===== src/rtl/io_bank_pkg.sv =====
// Shared constants and types for the multi-pad IO bank tile.
// Per-pad configuration is three bits: A2F register, F2A register, A2F invert.
package io_bank_pkg;

    localparam int CFG_BITS_PER_PAD = 3;
    localparam int A2F_REG_BIT      = 0;
    localparam int F2A_REG_BIT      = 1;
    localparam int A2F_INV_BIT      = 2;

    function automatic int cfg_w(input int n);
        return CFG_BITS_PER_PAD * n;
    endfunction

    typedef struct packed {
        logic a2f_inv;
        logic f2a_reg;
        logic a2f_reg;
    } pad_cfg_t;

endpackage


===== src/rtl/io_bank_cfg_chain.sv =====
// Serial configuration shift register with a burst-length counter
// that flags when a complete bitstream has been shifted in.
module io_bank_cfg_chain
    import io_bank_pkg::*;
#(
    parameter int NUM_PADS = 4,
    localparam int CFG_W = cfg_w(NUM_PADS)
) (
    input  logic             clk,
    input  logic             reset,
    input  logic             config_en,
    input  logic             ccff_head,
    output logic             ccff_tail,
    output logic             config_loaded,
    output logic [CFG_W-1:0] cfg_o
);

    localparam int CNT_W = $clog2(CFG_W + 1);
    localparam logic [CNT_W-1:0] CNT_MAX = CNT_W'(CFG_W);
    localparam logic [CNT_W-1:0] CNT_ONE = CNT_W'(1);

    logic [CFG_W-1:0] cfg_q, cfg_d;
    logic [CNT_W-1:0] cnt_q, cnt_d;
    logic             en_prev_q, en_prev_d;

    always_comb begin
        cfg_d     = cfg_q;
        cnt_d     = cnt_q;
        en_prev_d = config_en;
        if (config_en) begin
            cfg_d = {cfg_q[CFG_W-2:0], ccff_head};
            // A fresh burst restarts the count; a continuing one saturates.
            if (!en_prev_q) begin
                cnt_d = CNT_ONE;
            end else if (cnt_q != CNT_MAX) begin
                cnt_d = cnt_q + CNT_ONE;
            end
        end
    end

    always_ff @(posedge clk) begin
        if (reset) begin
            cfg_q     <= '0;
            cnt_q     <= '0;
            en_prev_q <= 1'b0;
        end else begin
            cfg_q     <= cfg_d;
            cnt_q     <= cnt_d;
            en_prev_q <= en_prev_d;
        end
    end

    assign cfg_o         = cfg_q;
    assign ccff_tail     = cfg_q[CFG_W-1];
    assign config_loaded = (cnt_q == CNT_MAX) && !config_en;

endmodule


===== src/rtl/logical_tile_io_bank.sv =====
// Bank of NUM_PADS IO pads with per-pad registered/bypass modes,
// serial configuration and a scan chain through the pad data flops.
module logical_tile_io_bank
    import io_bank_pkg::*;
#(
    parameter int NUM_PADS = 4
) (
    input  logic                clk,
    input  logic                reset,
    input  logic                config_en,
    input  logic                ccff_head,
    output logic                ccff_tail,
    output logic                config_loaded,
    input  logic                scan_en,
    input  logic                io_sc_in,
    output logic                io_sc_out,
    input  logic [NUM_PADS-1:0] gfpga_pad_QL_PREIO_A2F,
    output logic [NUM_PADS-1:0] gfpga_pad_QL_PREIO_F2A,
    input  logic [NUM_PADS-1:0] io_f2a_i,
    output logic [NUM_PADS-1:0] io_a2f_o
);

    localparam int CFG_W = cfg_w(NUM_PADS);

    logic [CFG_W-1:0]    cfg;
    logic [NUM_PADS-1:0] a2f_q, a2f_d;
    logic [NUM_PADS-1:0] f2a_q, f2a_d;
    logic [NUM_PADS-1:0] raw;
    logic [NUM_PADS-1:0] sc_src;

    io_bank_cfg_chain #(
        .NUM_PADS(NUM_PADS)
    ) u_cfg (
        .clk          (clk),
        .reset        (reset),
        .config_en    (config_en),
        .ccff_head    (ccff_head),
        .ccff_tail    (ccff_tail),
        .config_loaded(config_loaded),
        .cfg_o        (cfg)
    );

    for (genvar p = 0; p < NUM_PADS; p++) begin : g_pad
        localparam int BASE = CFG_BITS_PER_PAD * p;
        pad_cfg_t pcfg;

        assign pcfg.a2f_reg = cfg[BASE + A2F_REG_BIT];
        assign pcfg.f2a_reg = cfg[BASE + F2A_REG_BIT];
        assign pcfg.a2f_inv = cfg[BASE + A2F_INV_BIT];

        assign raw[p] = gfpga_pad_QL_PREIO_A2F[p] ^ pcfg.a2f_inv;

        // Scan order walks a2f then f2a of each pad in turn.
        if (p == 0) begin : g_head
            assign sc_src[p] = io_sc_in;
        end else begin : g_link
            assign sc_src[p] = f2a_q[p-1];
        end

        assign io_a2f_o[p] = !config_en &
            (pcfg.a2f_reg ? a2f_q[p] : raw[p]);
        assign gfpga_pad_QL_PREIO_F2A[p] = !config_en &
            (pcfg.f2a_reg ? f2a_q[p] : io_f2a_i[p]);
    end

    always_comb begin
        a2f_d = a2f_q;
        f2a_d = f2a_q;
        if (!config_en) begin
            if (scan_en) begin
                a2f_d = sc_src;
                f2a_d = a2f_q;
            end else begin
                a2f_d = raw;
                f2a_d = io_f2a_i;
            end
        end
    end

    always_ff @(posedge clk) begin
        if (reset) begin
            a2f_q <= '0;
            f2a_q <= '0;
        end else begin
            a2f_q <= a2f_d;
            f2a_q <= f2a_d;
        end
    end

    assign io_sc_out = f2a_q[NUM_PADS-1];

endmodule


===== config.mk =====
export PLATFORM = sky130hd
export DESIGN_NAME = logical_tile_io_bank
export DESIGN_NICKNAME = d
export VERILOG_FILES = /design/src/rtl/io_bank_pkg.sv /design/src/rtl/io_bank_cfg_chain.sv /design/src/rtl/logical_tile_io_bank.sv
export SDC_FILE = /design/constraint.sdc
export NUM_CORES = 1
export LEC_CHECK = 0
export CAP_MARGIN = 20
export CORE_ASPECT_RATIO = 1.2
export CORE_MARGIN = 1.5
export CORE_UTILIZATION = 40
export DETAILED_ROUTE_END_ITERATION = 7
export GPL_TIMING_DRIVEN = 1
export HOLD_SLACK_MARGIN = 0.06
export PLACE_DENSITY_LB_ADDON = 0.15
export SLEW_MARGIN = 10
export SYNTH_ARGS = -nofsm -noshare
export SYNTH_HDL_FRONTEND = slang
export SYNTH_SLANG_ARGS = --single-unit
export TNS_END_PERCENT = 50

===== constraint.sdc =====
create_clock -name clk -period 1.59 [get_ports clk]
set_clock_uncertainty 0.05 [all_clocks]
set_input_delay 0.318 -clock clk [delete_from_list [all_inputs] [get_ports clk]]
set_output_delay 0.318 -clock clk [all_outputs]
set_load 0.01 [all_outputs]

* Word level (Yosys, flattened, before mapping)
Cells that the tools add are included.
Word-level totals: input port bits 14, bits in registers 25, output and inout bits 11
Operators by class: $add $sub $neg 1, bitwise logic cells 12, reductions and logical operators 3, multiplexer cells 12, equal/unequal tests 3
Operators by type and width (number):
- 2-to-1 mux 4 bit | 4
- AND 1 bit | 8
- 2-to-1 mux 1 bit | 8
- adder 4 x 1 -> 4 bit, second input constant | 1
- == test 4 bit, second input constant | 1
- != test 4 bit, second input constant | 1
- bitwise XOR 1 bit | 4
- != test 2 bit, second input constant | 1
- AND reduction 2 bit | 1
- logical AND 1 bit | 1
- logical NOT 1 bit | 1

* Depth between registers and ports, before layout
Gate-level depths: netlist (run 1).
word-level depth 3, mapped depth 5, gate-level depth less buffers 5

* Modules after synthesis
Synthesis (run 1) repeated with hierarchy kept, for this count alone.
Unflattened totals: cells, all modules 133, area, all modules 1297.5 um^2
By module, submodules not included:
- io_bank_cfg_chain | area an instance 705.7 um^2, cells an instance 71, seq. area each 340.3 um^2, times used 1
- logical_tile_io_bank | area an instance 591.8 um^2, cells an instance 62, seq. area each 160.2 um^2, times used 1

* Worst setup path before layout (run 1)
Ideal clock, no wire load.
kind reg2reg, start point register u_cfg.cnt_q[0], end point register u_cfg.cnt_q[1], library setup time 0.116 ns, cell stages (with the launch flop) 6, data required time 1.424 ns, setup slack 0.374 ns, clock period less this slack 1.216 ns, arrival time 1.050 ns, path buffers 0, path through dfxtp_1 inv_1 ha_1 nand3_2 and3_4 a31o_2
Between the ends: longest elaborated chain between the ends 3, elaborated cells on any way between the ends 6
RTL lines:
- start, declared | RTL line io_bank_cfg_chain.sv:23 | logic [CNT_W-1:0] cnt_q, cnt_d;
- start signal, assigned | RTL line io_bank_cfg_chain.sv:48 | cnt_q <= cnt_d;
- adder 4 x 1 -> 4 bit or != test 4 bit (tied branches) | RTL line io_bank_cfg_chain.sv:36, io_bank_cfg_chain.sv:35
- 2-to-1 mux 4 bit or != test 2 bit (tied branches)
- 2-to-1 mux 4 bit or AND reduction 2 bit (tied branches)
Several ways; a longest one is shown, not always the timed one. The select of a mux whose other input is x is not followed. A chain may end at the register's enable or synchronous reset.

* Worst setup path in the final report (run 1)
start point register u_cfg.cfg_q[5], in the netlist u_cfg.cfg_o[5], end point output port io_a2f_o[1]
Between the ends: longest elaborated chain between the ends 3
RTL lines:
- start, declared | RTL line io_bank_cfg_chain.sv:22 | logic [CFG_W-1:0] cfg_q, cfg_d;
- start signal, assigned | RTL line io_bank_cfg_chain.sv:47 | cfg_q <= cfg_d;
- bitwise XOR 1 bit | RTL line logical_tile_io_bank.sv:51 | assign raw[p] = gfpga_pad_QL_PREIO_A2F[p] ^ pcfg.a2f_inv;
- 2-to-1 mux 1 bit | RTL line logical_tile_io_bank.sv:61 | (pcfg.a2f_reg ? a2f_q[p] : raw[p]);
- AND 1 bit | RTL line logical_tile_io_bank.sv:60 | assign io_a2f_o[p] = !config_en &
- end, declared | RTL line logical_tile_io_bank.sv:20 | output logic [NUM_PADS-1:0] io_a2f_o
No other way between the ends.

==> results of run 1 <==
## synth_stat cells
master      n
ha_1        2
inv_1       4
and3_2      1
buf_4       2
a21oi_1    10
mux2i_1    20
a31o_2      1
nand4_1     1
a211oi_2    1
dfxtp_1    25
clkinv_1    1
nand3_2     1
buf_2       4
nor2b_1     1
and3_4      1
nand2b_1    4
clkbuf_1    2
a211oi_1    2
nor2_1     21
xor2_1      4
a31oi_1     1
a2bb2oi_1   1
o211ai_1    4
a31o_1      1
mux2_2      4
nand2_1    15
## critical path, cell delays in order (launching register included)
cell and delay, ns:
dfxtp_2 0.37, xor2_2 0.17, mux2i_1 0.09, nor2_1 0.11
buf_2 0.14
## where the power goes
group          total, mW  internal, mW  switching (mW)
sequential         0.659         0.645          0.0137
clock              0.282        0.0979           0.184
combinational      0.228         0.129          0.0987
## logic make-up after synthesis
| kind of cell | count (synthesis) | synth area share [%] |
|---|---|---|
| adder cells (fa/ha/maj) | 2 | 2.07 |
| buffers and inverters | 13 | 5.07 |
| AO/OA/AOI/OAI | 21 | 11.6 |
| multiplexers | 24 | 20.3 |
| flip-flops | 25 | 41.4 |
| XOR/XNOR | 4 | 2.90 |
| AND/OR/NAND/NOR | 45 | 16.7 |
## sequential cells by signal, summed over array words and instances, names as in the netlist
| signal | count |
|---|---|
| u_cfg.cnt_q | 4 |
| a2f_q | 4 |
| f2a_q | 4 |
| u_cfg.en_prev_q | 1 |
| u_cfg.cfg_o | 12 |
## final cells by class
class / instances / share of cell area [%]
multi-input combinational: 96 / 39.8
tap: 34 / 2.45
sequential: 25 / 29.6
clock buffer: 4 / 1.52
antenna: 1 / 0.144
inverter: 5 / 1.08
timing repair buffer: 53 / 25.5
## worst max path at each step
stage          cells past startpoint  slack (ns)                         from                           to
3_5_place_dp                       5       -0.55    gfpga_pad_QL_PREIO_A2F[1]                  io_a2f_o[1]
6_report                           4        0.02  u_cfg.cfg_o[5]$_SDFFE_PP0P_                  io_a2f_o[1]
3_3_place_gp                       5       -0.55    gfpga_pad_QL_PREIO_A2F[1]                  io_a2f_o[1]
5_1_grt                            4       -0.05  u_cfg.cfg_o[5]$_SDFFE_PP0P_                  io_a2f_o[1]
4_1_cts                            4       -0.02                  io_f2a_i[1]    gfpga_pad_QL_PREIO_F2A[1]
2_1_floorplan                      5        0.37  u_cfg.cnt_q[0]$_SDFFE_PP0P_  u_cfg.cnt_q[1]$_SDFFE_PP0P_
## routing by layer
metal / track usage (%) / routed length (um)
met1: 20.4 / 1220
met2: 33.0 / 1510
met3: 2.13 / 48
met4: 10.3 / 91
met5: 0 / 0
## repair_timing
action | CTS | global route
gates cloned | 1 | 0
setup endpoints to repair | 11 | 9
hold endpoints to repair | 0 | 0
resized for setup | 47 | 10
pin swaps | 7 | 4
buffers inserted | 1 | 1
hold buffers | 0 | 0
==> results_dict.tcl, run 1 <==
set metrics [dict create \
    status "completed" \
    first_pass_iters 4 \
    multi_input_area_um2 689 \
    vdd_drop_max_v 0.000457 \
    cp-end-kind "output port" \
    tightestPinTransition_ns 0.264 \
    drive_gt1_share_pct 36.6 \
    area_delta_synth_final_pct 43.5 \
    setup_slack_ns 0.0241 \
    pre_cts_ws_ns -0.555 \
    timing.reg2reg.setup_slack_ns 0.27 \
    drcViolationCount 0 \
    vias 1090 \
    r2r_cells 6 \
    path_class "reg -> out" \
    rsz0062_at_grt "yes" \
    holdCritStartpoint "a2f_q[1]$_SDFFE_PP0N_" \
    cts_max_level 1 \
    final_core_util_pct 61.1 \
    slew_headroom_pct 82.3 \
    fmax_mhz 639 \
    whs_ns 0.437 \
    min_to "a2f_q[1]$_SDFFE_PP0N_" \
    overflow 0 \
    slew_violations 0 \
    cts.path.max_buffers 2 \
    drt_iter0_markers 14 \
    layout_common_cells "buf_4, nor2_1, mux2i_1, nand2_1, dfxtp_1" \
    n_fill_cell 253 \
    synth_seq_cells 25 \
    p_per_area_nw_per_um2 674 \
    wl_per_cell_um 13.1 \
    num_io_pins 25 \
    yosys.area.top_type "dfxtp_1" \
    via_per_inst 5.00 \
    r2r-start "u_cfg.cnt_q[1]$_SDFFE_PP0P_" \
    leakagePower_nw 0.764 \
    finalSetupViolations 0 \
    synthCells 134 \
    grt_max_degree 14 \
    synth_area_um2 1210 \
    cp_max_fo 2 \
    yosysTopAreaCellShare_pct 41.4 \
    die_area_um2 3360 \
    drtAntennaViolNets 0 \
    yosysUniqueCellTypes 26 \
    core-area_um2 2840 \
    clock_sinks 25 \
    dpl.cell_count 210 \
    final_hold_viol_count 0 \
    synth_area_leaders "dfxtp_1, mux2i_1, nor2_1" \
    wl_mm 2.86 \
    ys_warn_count 0 \
    antenna_found_initial 1 \
    fin_cells 218 \
    fin_area_um2 1730 \
    syn_nets 150 \
    tns_ns 0 \
    worstSkewPairLatency_ns 0.31 \
    mostFrequentLayoutCell "buf_4" \
    register_area_um2 513 \
    critPathArrivalTime_ns 1.20 \
    cts_tree "yes" \
    grt_pass1_wl_mm 4.66 \
    clk_pin_slew_worst_paths_ns 0.13 \
    placement.cell_area_um2 1660 \
    dieHeight_um 63.2 \
    min_period_ns 1.57 \
    postSynthAreaPerCell_um2 9.02 \
    fp.dieW_um 53.2 \
    yosysSeqAreaShare_pct 41.4 \
    port_buffers 24 \
    min_path_cells 2 \
    hpwl_mm 2.00 \
    track_usage_pct 18.5 \
    grt_pass1_vias 1108 \
    power_mw 1.17 \
    start_util_pct 42.6 \
    cp-start-kind "flop" \
    cts-root-buf "clkbuf_4" \
    finalWeightedCongestion 0.697 \
    maxCapViolations 0 \
    timing.final.crit_share_pct 98.5 \
    hp-class "reg -> reg" \
    finalNetCount 200 \
    rows 21 \
    numCtsBuffers 3 \
    r2r_end "u_cfg.cnt_q[1]$_SDFFE_PP0P_" \
    required_ns 1.22 \
]
(Power assumes the default switching activity.)
==> run 2: changes to the inputs <==
--- a/config.mk
+++ b/config.mk
@@ -5,10 +5,12 @@
 export SDC_FILE = /design/constraint.sdc
 export NUM_CORES = 1
 export LEC_CHECK = 0
+export ABC_AREA = 0
+export ABC_CLOCK_PERIOD_IN_PS = 1590
 export CAP_MARGIN = 20
 export CORE_ASPECT_RATIO = 1.2
 export CORE_MARGIN = 1.5
-export CORE_UTILIZATION = 40
+export CORE_UTILIZATION = 39
 export DETAILED_ROUTE_END_ITERATION = 7
 export GPL_TIMING_DRIVEN = 1
 export HOLD_SLACK_MARGIN = 0.06
==> run 2 against run 1 <==
Net effect:
- first-iteration DRC count increased by 86%
- combinational power increased by 4%
- final area increased by 1.9%
- non-clock buffer count increased by 4
- sequential power about the same
- critical endpoint is now gfpga_pad_QL_PREIO_F2A[0]
==> results_dict.tcl, run 2 (synthesis gave the netlist of run 1 again) <==
set metrics [dict create \
    cp-start-kind "primary input" \
    wl_per_cell_um 13.4 \
    vias 1095 \
    port_buffers 24 \
    mostFrequentLayoutCell "buf_4" \
    largest_reg_flops 12 \
    worstSkewPairLatency_ns 0.31 \
    drcViolationCount 0 \
    crit_chain "clkdlybuf4s50_1 -> mux2i_1 -> nor2_1 -> clkdlybuf4s15_2" \
    grt_pass1_wl_mm 4.64 \
    r2r_cells 6 \
    fp.dieW_um 53.8 \
    cp.depth 4 \
    crit_slowest_cell "clkdlybuf4s50_1" \
    critPathArrivalTime_ns 1.20 \
    startpoint "io_f2a_i[0]" \
    rows 21 \
    overflow 0 \
    dpl.cell_count 209 \
    slew_violations 0 \
    numCtsBuffers 3 \
    rsz0062_at_grt "yes" \
    timing.final.crit_share_pct 98.6 \
    finalNetCount 204 \
    hpwl_mm 1.95 \
    required_ns 1.22 \
    track_usage_pct 18.3 \
    cts_tree "yes" \
    n_fill_cell 259 \
    critPathBufInv 2 \
    num_io_pins 25 \
    drt_iter0_markers 26 \
    fmax_mhz 638 \
    first_pass_iters 4 \
    core-area_um2 2860 \
    maxCapViolations 0 \
    antenna_found_initial 0 \
    clock_sinks 25 \
    finalSetupViolations 0 \
    whs_ns 0.434 \
    cp-end-kind "output port" \
    grt_pass1_vias 1068 \
    drtAntennaViolNets 0 \
    drive_gt1_share_pct 37.4 \
    slew_headroom_pct 82.5 \
    power_mw 1.17 \
    die_area_um2 3440 \
    num_antenna_cells 0 \
    cts.path.max_buffers 2 \
    p_per_area_nw_per_um2 664 \
    fin_cells 221 \
    hp-class "reg -> reg" \
    status "completed" \
    placement.cell_area_um2 1650 \
    finalWeightedCongestion 0.707 \
    final_hold_viol_count 0 \
    clk_pin_slew_worst_paths_ns 0.13 \
    timing.reg2reg.setup_slack_ns 0.22 \
    critPathMaxStageDelay_ns 0.48 \
    area_delta_synth_final_pct 46.2 \
    dieHeight_um 64.0 \
    min_period_ns 1.57 \
    cp_max_fo 2 \
    fin_area_um2 1770 \
    cts-root-buf "clkbuf_4" \
    start_util_pct 42.2 \
    tightestPinTransition_ns 0.261 \
    via_per_inst 4.95 \
    r2r_end "u_cfg.cnt_q[2]$_SDFFE_PP0P_" \
    crit_family "buffers and inverters" \
    path_class "in -> out" \
    wl_mm 2.95 \
    vdd_drop_max_v 0.000354 \
    cp-endpoint "gfpga_pad_QL_PREIO_F2A[0]" \
    r2r-start "u_cfg.cnt_q[0]$_SDFFE_PP0P_" \
    grt_max_degree 14 \
    hold_buffers 0 \
    layout_common_cells "buf_4, mux2i_1, nor2_1, nand2_1, dfxtp_1" \
    cts_max_level 1 \
    leakagePower_nw 0.791 \
]
==> run 2: cell type report <==
cell class	count	area [um2]	area share [%]
multi-input cells	96	684	38.7
flip-flops and latches	25	513	29.0
inverters	5	18.8	1.06
clock buffers	4	26.3	1.49
well taps	34	42.5	2.41
repair buffers	57	482	27.3
==> run 2: timing repair <==
item,4_1_cts,5_1_grt
cloned,1,0
resized for setup,43,13
setup endpoints to repair,11,8
endpoints found under the hold margin,0,0
pin swaps,6,3
buffers inserted,4,3
==> run 2: per-stage QoR <==
step	utilization [%]	setup TNS, ns	setup WS (ns)
finish	61.7	0	0.0218
floorplan	-	0	0.374
global placement	57.6	-4.21	-0.475
global route	61.7	-0.156	-0.0611
CTS	59.9	-0.0613	-0.0613
detailed placement	57.6	-4.32	-0.470
==> run 2: worst min-delay path by stage <==
stage                             to                  start  cells past startpoint
2_1_floorplan  a2f_q[1]$_SDFFE_PP0N_  a2f_q[1]$_SDFFE_PP0N_                      2
3_3_place_gp   f2a_q[3]$_SDFFE_PP0N_  f2a_q[3]$_SDFFE_PP0N_                      2
3_5_place_dp   f2a_q[0]$_SDFFE_PP0N_  f2a_q[0]$_SDFFE_PP0N_                      2
4_1_cts        f2a_q[0]$_SDFFE_PP0N_  f2a_q[0]$_SDFFE_PP0N_                      2
5_1_grt        f2a_q[2]$_SDFFE_PP0N_  f2a_q[2]$_SDFFE_PP0N_                      2
6_report       f2a_q[0]$_SDFFE_PP0N_  f2a_q[0]$_SDFFE_PP0N_                      2
==> run 2: layer usage <==
| metal | up-vias | track usage, % | part of all wire, % |
|---|---|---|---|
| met5 | - | 0 | 0 |
| met1 | 516 | 20.5 | 41 |
| met2 | 15 | 32.6 | 56 |
| met4 | 0 | 8.33 | 0.64 |
| met3 | 2 | 2.34 | 2.6 |
| li1 | 562 | - | - |
==> run 2: worst min-delay path, stage by stage, from the launching register on <==
cell and delay [ns]:
dfxtp_1 0.34, nand2_1 0.06, a21oi_1 0.05
==> run 2: where the power goes <==
part	switching (mW)	total (mW)	internal [mW]
combinational	0.0998	0.236	0.136
sequential	0.0141	0.659	0.645
clock	0.180	0.278	0.0979
